[config.mk]
export PLATFORM = sky130hd
export DESIGN_NAME = alu_sequencer
export DESIGN_NICKNAME = d
export VERILOG_FILES = /design/src/rtl/alu_sequencer.sv
export SDC_FILE = /design/constraint.sdc
export NUM_CORES = 1
export LEC_CHECK = 0
export CAP_MARGIN = 20
export CORE_MARGIN = 8
export CORE_UTILIZATION = 45
export CTS_BUF_LIST = sky130_fd_sc_hd__clkbuf_16
export CTS_CLUSTER_DIAMETER = 150
export DETAILED_ROUTE_END_ITERATION = 8
export PLACE_DENSITY = 0.89
export SYNTH_ARGS = -nofsm -noshare
export SYNTH_HDL_FRONTEND = slang
export SYNTH_SLANG_ARGS = --single-unit
[constraint.sdc]
create_clock -name clk -period 1.65 [get_ports clk]
set_input_delay 0.33 -clock clk [delete_from_list [all_inputs] [get_ports clk]]
set_output_delay 0.33 -clock clk [all_outputs]
set_load 0.03 [all_outputs]
[src/rtl/alu_sequencer.sv]
// alu_sequencer
//
// Sequences one operation at a time through an external 4-bit combinational
// ALU. A request is accepted on a valid/ready handshake, its operands and
// opcode are driven onto the ALU for SETTLE cycles, and then the ALU outputs
// are captured and offered on a response valid/ready channel.
//
// State table
//   state      | meaning
//   ST_IDLE    | waiting for a request; req_ready high (outside reset)
//   ST_SETTLE  | operands held on the ALU, settle_cnt counting down
//   ST_RESP    | captured result presented, waiting for rsp_ready
//
// Ports
//   clk, rst_n                      clock, async active-low reset
//   req_valid/req_ready             request handshake
//   req_a, req_b, req_op            request operands and opcode
//   alu_a, alu_b, alu_op            registered drive to the ALU
//   alu_result/overflow/zero        ALU outputs
//   rsp_valid/rsp_ready             response handshake
//   rsp_result/overflow/zero/op     captured response
//   busy                            high whenever not idle
//   op_count                        completed responses, modulo 256
module alu_sequencer #(
    parameter int WIDTH  = 4,
    parameter int SETTLE = 2
) (
    input  logic             clk,
    input  logic             rst_n,
    input  logic             req_valid,
    output logic             req_ready,
    input  logic [WIDTH-1:0] req_a,
    input  logic [WIDTH-1:0] req_b,
    input  logic [1:0]       req_op,
    output logic [WIDTH-1:0] alu_a,
    output logic [WIDTH-1:0] alu_b,
    output logic [1:0]       alu_op,
    input  logic [WIDTH-1:0] alu_result,
    input  logic             alu_overflow,
    input  logic             alu_zero,
    output logic             rsp_valid,
    input  logic             rsp_ready,
    output logic [WIDTH-1:0] rsp_result,
    output logic             rsp_overflow,
    output logic             rsp_zero,
    output logic [1:0]       rsp_op,
    output logic             busy,
    output logic [7:0]       op_count
);

    typedef enum logic [1:0] {
        ST_IDLE   = 2'd0,
        ST_SETTLE = 2'd1,
        ST_RESP   = 2'd2
    } state_t;

    localparam logic [3:0] SETTLE_LOAD = 4'(SETTLE);

    state_t     state;
    state_t     state_nxt;
    logic [3:0] settle_cnt;
    logic       accept;
    logic       capture;
    logic       rsp_done;

    always_ff @(posedge clk or negedge rst_n) begin
        if (!rst_n) begin
            state <= ST_IDLE;
        end else begin
            state <= state_nxt;
        end
    end

    always_comb begin
        state_nxt = state;
        accept    = 1'b0;
        capture   = 1'b0;
        rsp_done  = 1'b0;
        case (state)
            ST_IDLE: begin
                if (req_valid) begin
                    accept    = 1'b1;
                    state_nxt = ST_SETTLE;
                end
            end
            ST_SETTLE: begin
                if (settle_cnt == 4'd1) begin
                    capture   = 1'b1;
                    state_nxt = ST_RESP;
                end
            end
            ST_RESP: begin
                if (rsp_ready) begin
                    rsp_done  = 1'b1;
                    state_nxt = ST_IDLE;
                end
            end
            default: state_nxt = ST_IDLE;
        endcase
    end

    // Operands, response registers and the settle timer. alu_* and rsp_*
    // deliberately keep their last values after the transaction completes.
    always_ff @(posedge clk or negedge rst_n) begin
        if (!rst_n) begin
            settle_cnt   <= 4'd0;
            alu_a        <= '0;
            alu_b        <= '0;
            alu_op       <= 2'd0;
            rsp_valid    <= 1'b0;
            rsp_result   <= '0;
            rsp_overflow <= 1'b0;
            rsp_zero     <= 1'b0;
            rsp_op       <= 2'd0;
            op_count     <= 8'd0;
        end else begin
            if (accept) begin
                alu_a      <= req_a;
                alu_b      <= req_b;
                alu_op     <= req_op;
                settle_cnt <= SETTLE_LOAD;
            end else if (state == ST_SETTLE && settle_cnt != 4'd0) begin
                settle_cnt <= settle_cnt - 4'd1;
            end
            if (capture) begin
                rsp_valid    <= 1'b1;
                rsp_result   <= alu_result;
                rsp_overflow <= alu_overflow;
                rsp_zero     <= alu_zero;
                rsp_op       <= alu_op;
            end else if (rsp_done) begin
                rsp_valid <= 1'b0;
                op_count  <= op_count + 8'd1;
            end
        end
    end

    // Gated by rst_n so the requester never sees ready while held in reset.
    assign req_ready = (state == ST_IDLE) && rst_n;
    assign busy      = (state != ST_IDLE);

endmodule
==> key figures <==
Outcome
  – Run status: complete, no violations

Global route
  – Vias in the first global route: between 1,000 and 1,500
  – Total routing resource utilization after global routing: around 15%
  – GRT Residual Overflow: 0
  – Pin count of the biggest net entering global routing: 34
  – Wire length of the first global-routing pass: a little under 6 mm
  – Antenna violations before repair: 0

Detailed routing
  – Drt first-iter violations: 20
  – Average wire per standard cell: roughly 17 um
  – DRC viols: 0
  – Vias: 1,040
  – First-pass iteration count of the detailed router: 4
  – Number of vias per cell: between 4 and 5
  – Drt total wl: between 3 and 4 mm
  – Remaining antenna violation count after routing: 0

Critical path
  – Start of the worst register-to-register path: settle_cnt[1]$_DFFE_PN0P_
  – Kind of critical path: reg -> out
  – Cell-by-cell trace of the critical path: or2_4 > dlygate4sd2_1
  – Top fanout value on the critical path: 4
  – Peak per-stage delay on the critical path: 380 ps
  – FF-to-FF path depth: 4
  – Crit Reg-Reg Endpoint: rsp_zero$_DFFE_PN0N_
  – Gate family responsible for the most delay along the worst path: flip-flops
  – Internal reg-to-reg setup slack: 60 ps
  – Slowest-stage cell, CP: dfrtp_1
  – Startpoint Class: register
  – WP data required: around 1300 ps
  – Number of buffer and inverter stages on the critical path: 1
  – Arrival @ worst endpoint: roughly 1300 ps
  – Crit end category: primary output

Layout
  – Layout cells sized above 1: 24.5%
  – Number of fill cells in the layout: between 200 and 300
  – Antenna diode count: 0
  – Final layout net count: between 150 and 200
  – Number of standard cells in the final layout excluding fillers: 209
  – Final std cell area, no fill: 2170 um^2
  – Sequential cell area: about 830 um^2
  – Growth of design area from synthesis to finish: 45.0%
  – Multi-input logic area: 614 um^2

Floorplan
  – Initial standard-cell utilization of the core: between 40% and 50%
  – Number of top-level pins: 49
  – Die area: ~5400 um^2
  – Placement Rows: 21
  – Core outline area: approximately 3300 um^2
  – Die Span X: roughly 74 um
  – Die height: 73.7 um

Clock tree
  – Clk Tree Root Cell: clkbuf_16
  – Cts bufs inserted: 5
  – Clock-pin slew on the worst setup and hold paths: 50 ps
  – Post-CTS repair timing setup buffer count: 0
  – Clock net sink count: 33
  – Clock H-tree levels: 2
  – Buffers from clock root to sink, at most: 2
  – TritonCTS clock tree: built
  – Clock latency on the worst-skew pair: about 280 ps

Yosys
  – Mapped Cells: 107
  – Cells taking the most area after synthesis: dfrtp_1 55%, mux2_4 9.0%, mux2_2 8.3%
  – Summed instance area of the synthesized netlist: roughly 1500 um^2
  – Most common cell in the synthesized netlist: dfrtp_1
  – Library cell with the largest summed area after synthesis: dfrtp_1
  – Number of nets produced by synthesis: 131
  – Asr flop ratio synth: 100%
  – Number of distinct library cells after synthesis: 34
  – FF+latch count, synth: 33
  – Mean area per synthesized cell: around 14 um^2
  – Dominant synthesized flop cell: dfrtp_1
  – Number of flops mapped to enable cells by yosys: 0
  – Count of warnings emitted by yosys: 0
  – Fraction of synthesized cell area taken by the top area cell type: a little under three fifths
  – Top cell types by occurrence after synthesis: 33 x dfrtp_1, 11 x mux2_2, 9 x mux2_4
  – Share of synthesized area occupied by flip-flops and latches: 55.1%

Pwr
  – Switching power: around 0.0016 W
  – Static Leakage: around 1.1 nW
  – Clk network pwr share: between 20% and 30%
  – Share of total power consumed by net switching: 38.5%
  – Cell-internal power: ~0.0026 W
  – Register share of total power: between 30% and 40%
  – Part of the power in combinational logic: a little under half
  – Worst VDD drop: about 1.1 mV
  – Power density relative to cell area: between 1500 and 2000 nW/um^2

STA
  – Post-layout worst setup margin: 23.6 ps
  – Unrepaired setup endpoints after global routing: no
  – Maximum operating frequency: between 0.6 and 0.7 GHz
  – Worst Skew: 4.65 ps
  – Number of slew-limit violations in the final report: 0
  – Count of final hold-check violations: 0
  – Slew at the pin closest to its max-slew limit: 419 ps
  – Final min period: between 1500 and 2000 ps
  – Final Setup Violations: 0
  – Ratio of final minimum period to clock period: 98.6%
  – Worst-case headroom to the max-slew limit: between 70% and 80%

Worst hold path
  – Min-delay src: op_count[7]$_DFFE_PN0P_
  – End of the worst hold path: op_count[7]$_DFFE_PN0P_
  – Class of the tightest hold or removal check: reg -> reg
  – Worst hold path depth: 1

Placement
  – Placement Setup Slack: -34.5 ps
  – Port-buffer cells: between 40 and 50
  – HPWL after detailed placement: between 2 and 3 mm
  – Routability-driven placement congestion ratio: between 0.8 and 0.9
  – Post-place instance area: 2030 um^2
  – Inst Count DP: approximately 200

Run
  – Reported max-cap violation count: 0
[repair_timing]
action / in CTS / in global routing
hold buffers: 0 / 0
endpoints found under the setup margin: 26 / 11
resized for setup: 19 / 9
[state kept, by name, summed over array words and instances, names as in the netlist]
register / flops
alu_a: 4
alu_b: 4
alu_op: 2
op_count: 8
rsp_op: 2
rsp_overflow: 1
rsp_result: 4
rsp_valid: 1
rsp_zero: 1
settle_cnt: 4
state: 2
[cell families after synthesis]
kind of cell / Yosys count / synth area share (%)
XOR/XNOR: 7 / 4.09
AND/OR/NAND/NOR: 26 / 11.7
flip-flops: 33 / 55.1
multiplexers: 20 / 17.3
AO/OA/AOI/OAI: 9 / 4.17
adder cells (fa/ha/maj): 4 / 3.34
buffers and inverters: 8 / 4.34
[cell usage in the layout (no fill, tap or decap), drive strengths merged]
cell type	instances
dlygate4sd2	18
xnor2	3
dlymetal6s2s	8
buf	5
and3	1
xor2	4
clkbuf	5
o311ai	1
nand4	1
nand3b	2
o21bai	1
nand2b	1
or2	3
nor3b	2
nand3	3
o21ai	2
a31oi	1
a21o	1
mux2	20
a21oi	1
inv	4
a31o	1
nor3	5
clkinvlp	1
or3	1
nor2	4
nand2	1
a22o	1
dfrtp	33
clkdlybuf4s50	21
and4b	2
ha	4
clkinv	2
[routing by layer]
metal,share of wire [%],vias up,track usage (%)
met5,0,-,0
met4,4.5,0,8.87
met3,5.5,11,5.46
met2,52,34,24.4
met1,38,511,15.5
li1,-,484,-
[how the worst max path moves through the flow]
| stage | endpoint | cells after the start | startpoint | slack (ps) |
|---|---|---|---|---|
| floorplan | req_ready | 3 | state[1]$_DFFE_PN0P_ | 110 |
| global placement | alu_op[1]$_DFFE_PN0P_ | 5 | req_valid | 40 |
| detailed placement | rsp_zero$_DFFE_PN0N_ | 4 | settle_cnt[1]$_DFFE_PN0P_ | -30 |
| CTS | alu_b[0] | 1 | alu_b[0]$_DFFE_PN0P_ | 3 |
| global route | rsp_result[0] | 1 | rsp_result[0]$_DFFE_PN0N_ | 4 |
| finish | busy | 2 | state[1]$_DFFE_PN0P_ | 20 |
[worst reg2reg max path, stage by stage (launching register included)]
cell	delay, ps
dfrtp_1	390
inv_1	110
ha_1	190
and4b_2	400
mux2_2	380
[through the flow]
step | hold WS (ps) | setup TNS, ps | utilization, % | total power (W)
4_1_cts | 469 | 0 | 65.9 | 0.00433
6_report | 467 | 0 | 66.7 | 0.00428
2_1_floorplan | 34.4 | 0 | - | 0.00271
5_1_grt | 492 | 0 | 66.7 | 0.00452
3_3_place_gp | 459 | 0 | 62.2 | 0.00344
3_5_place_dp | 456 | -155 | 62.2 | 0.00351
[power groups by stage]
| stage | Clock [W] | Sequential (W) | Combinational, W |
|---|---|---|---|
| final | 0.000885 | 0.00137 | 0.00202 |
| after global placement | 0 | 0.00136 | 0.00207 |
| after CTS | 0.000890 | 0.00138 | 0.00206 |
| after floorplan | 0 | 0.00185 | 0.000862 |
| after detailed placement | 0 | 0.00137 | 0.00214 |
| after global routing | 0.000935 | 0.00142 | 0.00216 |
[cell type report]
type,count,area share [%]
flip-flops and latches,33,38.0
clock buffers,5,5.76
clock inverters,3,0.806
multi-input cells,66,28.3
repair buffers,52,23.8
well taps,46,2.65
inverters,4,0.691
Note: power is estimated with default switching activity, not from simulation.
